File: src/rtl/frame_pixel_streamer.sv
`default_nettype none
// +--------------------------------------------------------------------------+
// | frame_pixel_streamer                                                     |
// | Raster-order frame reader: addresses a sync-read memory, emits RGB666    |
// | pixels with a per-line sync pulse and a fixed inter-line blanking gap.   |
// | Revision: 1.0                                                            |
// +--------------------------------------------------------------------------+
module frame_pixel_streamer #(
  parameter int H_SIZE = 607,
  parameter int V_SIZE = 455,
  parameter int H_GAP  = 4,
  parameter int ADDR_W = 19
) (
  input  logic              clk_i,
  input  logic              reset_i,
  input  logic              start_i,
  output logic              mem_en_o,
  output logic [ADDR_W-1:0] mem_addr_o,
  input  logic [17:0]       mem_rdata_i,
  output logic [17:0]       raw_rgb_o,
  output logic              pixel_valid_o,
  output logic              synch_pulse_o,
  output logic              busy_o,
  output logic              frame_done_o
);

  localparam int X_W = (H_SIZE > 1) ? $clog2(H_SIZE) : 1;
  localparam int Y_W = $clog2(V_SIZE + 1);
  localparam int G_W = $clog2(H_GAP + 1);
  localparam logic [X_W-1:0] X_LAST = X_W'(H_SIZE - 1);
  localparam logic [Y_W-1:0] Y_LAST = Y_W'(V_SIZE - 1);
  localparam logic [G_W-1:0] G_LAST = G_W'(H_GAP - 1);

  typedef enum logic [1:0] {
    S_IDLE   = 2'd0,
    S_ACTIVE = 2'd1,
    S_GAP    = 2'd2,
    S_DRAIN  = 2'd3
  } state_t;

  state_t            state_q;
  logic [X_W-1:0]    x_q;
  logic [Y_W-1:0]    y_q;
  logic [G_W-1:0]    gap_q;
  logic              drain_q;
  logic              mem_en_q;
  logic [ADDR_W-1:0] mem_addr_q;
  logic [ADDR_W-1:0] addr_d;
  logic              busy_q;
  logic              frame_done_q;
  logic              en_d1_q;
  logic              sync_d1_q;
  logic [17:0]       raw_q;
  logic              pv_q;
  logic              sync_q;

  // The address register itself is the frame-linear counter; it only ever steps by one.
  assign addr_d = mem_addr_q + ADDR_W'(1);

  always_ff @(posedge clk_i or posedge reset_i) begin
    if (reset_i) begin
      state_q      <= S_IDLE;
      x_q          <= '0;
      y_q          <= '0;
      gap_q        <= '0;
      drain_q      <= 1'b0;
      mem_en_q     <= 1'b0;
      mem_addr_q   <= '0;
      busy_q       <= 1'b0;
      frame_done_q <= 1'b0;
    end else begin
      frame_done_q <= 1'b0;
      case (state_q)
        S_IDLE: begin
          if (start_i) begin
            state_q    <= S_ACTIVE;
            mem_en_q   <= 1'b1;
            mem_addr_q <= '0;
            x_q        <= '0;
            y_q        <= '0;
            busy_q     <= 1'b1;
          end
        end
        S_ACTIVE: begin
          if (x_q == X_LAST) begin
            mem_en_q <= 1'b0;
            x_q      <= '0;
            if (y_q == Y_LAST) begin
              state_q <= S_DRAIN;
              drain_q <= 1'b0;
            end else begin
              state_q <= S_GAP;
              gap_q   <= '0;
              y_q     <= y_q + Y_W'(1);
            end
          end else begin
            x_q        <= x_q + X_W'(1);
            mem_addr_q <= addr_d;
          end
        end
        S_GAP: begin
          if (gap_q == G_LAST) begin
            state_q    <= S_ACTIVE;
            mem_en_q   <= 1'b1;
            mem_addr_q <= addr_d;
          end else begin
            gap_q <= gap_q + G_W'(1);
          end
        end
        S_DRAIN: begin
          // Two cycles let the last address ripple through memory and raw_rgb.
          if (drain_q) begin
            state_q      <= S_IDLE;
            busy_q       <= 1'b0;
            frame_done_q <= 1'b1;
          end else begin
            drain_q <= 1'b1;
          end
        end
        default: state_q <= S_IDLE;
      endcase
    end
  end

  always_ff @(posedge clk_i or posedge reset_i) begin
    if (reset_i) begin
      en_d1_q   <= 1'b0;
      sync_d1_q <= 1'b0;
      raw_q     <= '0;
      pv_q      <= 1'b0;
      sync_q    <= 1'b0;
    end else begin
      en_d1_q   <= mem_en_q;
      sync_d1_q <= mem_en_q && (x_q == '0);
      pv_q      <= en_d1_q;
      sync_q    <= sync_d1_q;
      if (en_d1_q) begin
        raw_q <= mem_rdata_i;
      end
    end
  end

  assign mem_en_o      = mem_en_q;
  assign mem_addr_o    = mem_addr_q;
  assign raw_rgb_o     = raw_q;
  assign pixel_valid_o = pv_q;
  assign synch_pulse_o = sync_q;
  assign busy_o        = busy_q;
  assign frame_done_o  = frame_done_q;

endmodule
`default_nettype wire

File: config.mk
export PLATFORM = sky130hd
export DESIGN_NAME = frame_pixel_streamer
export DESIGN_NICKNAME = d
export VERILOG_FILES = /design/src/rtl/frame_pixel_streamer.sv
export SDC_FILE = /design/constraint.sdc
export NUM_CORES = 1
export LEC_CHECK = 0
export CORE_MARGIN = 4
export CORE_UTILIZATION = 48
export CTS_CLUSTER_SIZE = 25
export DETAILED_ROUTE_END_ITERATION = 10
export PLACE_DENSITY = 0.74
export REMOVE_ABC_BUFFERS = 1
export SLEW_MARGIN = 20
export SYNTH_ARGS = -nofsm -noshare
export SYNTH_HDL_FRONTEND = slang
export SYNTH_SLANG_ARGS = --single-unit
File: constraint.sdc
create_clock -name clk_i -period 2.97 [get_ports clk_i]
set_input_delay 0.594 -clock clk_i [delete_from_list [all_inputs] [get_ports clk_i]]
set_output_delay 0.594 -clock clk_i [all_outputs]
set_load 0.01 [all_outputs]
==> impl_metrics.toml <==
[clock_network]
cts_repair_resize_count = 0
root_buffer = "clkbuf_8"
clock_sinks = 69
htree_levels = 3
hold_buffers = 0
post_cts_buffers = 0
insertion_delay_ns = 0.33
cts_tree = "built"
cts.clk_slew.worst_paths_ns = 0.08
numCtsBuffers = 9
clock_tree.buffer_depth = 2

[yosys]
ys_top_cells_by_area = "dfrtp_1 49%, mux2_2 6.1%, o21ai_0 4.9%, ha_1 4.6%, nand2_1 4.0%"
avgSynthCellArea_um2 = 10.1
synthTopCellsByCount = "69 x dfrtp_1, 37 x nand2_1, 34 x o21ai_0"
yosysTopAreaCell = "dfrtp_1"
ys_warn_count = 0
synthDistinctLibCells = 48
seq_area_frac_synth = 0.493
synthCells = 347
yosysMostFrequentCell = "dfrtp_1"
synth_edf_count = 0
async_reset_ff_frac = 1.00
synth_top_area_share = 0.493
ys_ff_latch = 69
ys_dominant_reg_cell = "dfrtp_1"
syn_area_mm2 = 0.00351

[worst_setup_path]
critical_path.cell_chain = "inv_1 -> ha_1 -> nor2b_1 -> or3_4 -> a21oi_2 -> nand2_1 -> o41ai_1"
endpoint_kind = "register"
critPathMaxFanout = 14
critPathKind = "reg2reg"
crit_required_ns = 3.20
critPathMaxStageDelay_ns = 0.45
r2r_cells = 7
start_kind = "register"
arrival_ns = 2.64
slowest_stage = "o41ai_1"

[detailed_routing]
ant_nets = 0
avgViaCountPerCell = 5.65
wl_um = 7850
drt_pass1_iterations = 5
wire_per_inst_um = 15.3
drc = 0
vias = 2901
drtIter0Drc = 215

[global_route]
grt_max_degree = 70
antenna_found_initial = 0
grt_pass1_vias = 2674
grt_overflow_total = 0
grt_first_pass_wirelength_um = 13100
grt_usage = 0.191

[power]
share_comb_of_total_power = 0.047
clkPwrFrac = 0.466
total_power_uw = 1960
p_per_area_mw_per_mm2 = 440
internal_power_uw = 1590
power_frac_seq = 0.488
power.leakage_uw = 0.00183
power.switching_uw = 376
swShare = 0.192
peakVddDrop_mv = 0.254

[status]
status = "finished clean"

[floorplanning]
die-width_um = 93.5
start_util = 0.505
die_h_um = 93.5
core-area_mm2 = 0.00694
die-area_mm2 = 0.00873
num_rows = 30
io_pins = 63

[timing]
hold_viol = 0
max_freq_mhz = 414
setup_viol = 0
timing_worst_slew_pin_value_ns = 0.721
grt_setup_unrepaired = "no"
maxSlewHeadroom = 0.519
setup_tns_ns = 0
slew_viol_final = 0
period_minus_slack_ns = 2.42
timing.final.crit_share = 0.813
clock_skew_ns = 0.0113

[cells_and_area]
syn_to_final_growth_pct = 27.3
final_area_mm2 = 0.00446
antenna_cells = 0
nets = 446
drive_gt1_frac = 0.106

[hold_path]
hold_path_class = "reg2reg"
hold_depth = 0

[flow_run]
drv_cap = 0

[placed_design]
port_buffers = 62
hpwl_um = 5540
placed_cell_area_mm2 = 0.00422
finalWeightedCongestion = 0.848
power groups by stage:
stage               logic, uW  registers [uW]  clock network, uW
floorplan                24.6             982                  0
CTS                      94.4             957                942
global route             99.7             959                996
global placement         92.1             975                  0
detailed placement       94.1             976                  0
finish                   91.7             958                915
registers in the layout, indices dropped and copies added, names as in the netlist:
register	flops
state_q	2
x_q	10
synch_pulse_o	1
mem_en_o	1
en_d1_q	1
busy_o	1
mem_addr_o	19
y_q	9
sync_d1_q	1
drain_q	1
frame_done_o	1
gap_q	3
raw_rgb_o	18
pixel_valid_o	1
final timing paths:
check	slack [ns]	start	endpoint
setup reg to reg	0.55	state_q[0]	mem_addr_o[14]
hold / removal	0.36	sync_d1_q	synch_pulse_o
max in group asynchronous	2.02	reset_i	state_q[0]
hold reg to reg	0.36	sync_d1_q	synch_pulse_o
setup / recovery	0.55	state_q[0]	mem_addr_o[14]
min in group asynchronous	0.66	reset_i	mem_addr_o[4]
logic make-up (layout without fill, tap and decap cells):
logic type,after synthesis,after routing,synth area share
DFF,69,69,0.493
muxes,23,23,0.0725
and+or+nand+nor,127,127,0.188
adders and majority gates,13,13,0.0464
xor gates and xnor gates,8,8,0.0200
buffers and inverters,25,95,0.0325
AOI/OAI and AO/OA,82,82,0.148
cells in the final DEF (no fill, tap or decap), types with 3 or more instances in the layout:
cell             count
and3_1               4
nand2b_1             3
clkbuf_8            10
xor2_1               5
o31ai_1             14
xnor2_1              3
dfrtp_1             69
ha_1                13
nand4_1             12
nand3_1             18
mux2_2              19
and2_1               3
o21ai_0             34
buf_4                3
o21a_1               3
or3_1                5
nand2_1             37
nor2_1              26
nor3_1               4
mux2i_1              4
clkdlybuf4s50_1     62
inv_1               12
bufinv_16            3
or4_1                3
a31oi_1              3
a21oi_1             10
metrics by stage:
| step | util | hold slack [ns] | setup WS, ns | cells |
|---|---|---|---|---|
| after floorplan | - | 0.331 | 0.636 | 335 |
| after global placement | 0.608 | 0.332 | 0.341 | 497 |
| after detailed placement | 0.608 | 0.353 | 0.269 | 497 |
| after CTS | 0.643 | 0.369 | 0.544 | 513 |
| after global routing | 0.643 | 0.389 | 0.328 | 513 |
| final | 0.643 | 0.364 | 0.555 | 513 |
layer usage:
metal | wire [um] | vias to the layer above | GRT usage
met5 | 0 | - | 0
met4 | 94 | 0 | 0.0781
met3 | 502 | 8 | 0.0426
met2 | 3520 | 98 | 0.283
met1 | 3730 | 1412 | 0.271
li1 | - | 1383 | -
worst max-delay path, delay by kind of cell, from the launching register on:
| kind | cells | cell delay, ns |
|---|---|---|
| buffers and inverters | 1 | 0.10 |
| and+or+nand+nor | 3 | 0.90 |
| AOI/OAI and AO/OA | 2 | 0.64 |
| adders and majority gates | 1 | 0.27 |
| DFF | 1 | 0.40 |
cell type report:
cell class,instances,area (um2)
flip-flops and latches,69,1730
inverters,13,48.8
repair buffers,66,663
well taps,96,120
fillers,559,2480
clock inverters,4,95.1
clock buffers,12,145
multi-input cells,253,1670
Power figures use the tool's default switching activity.
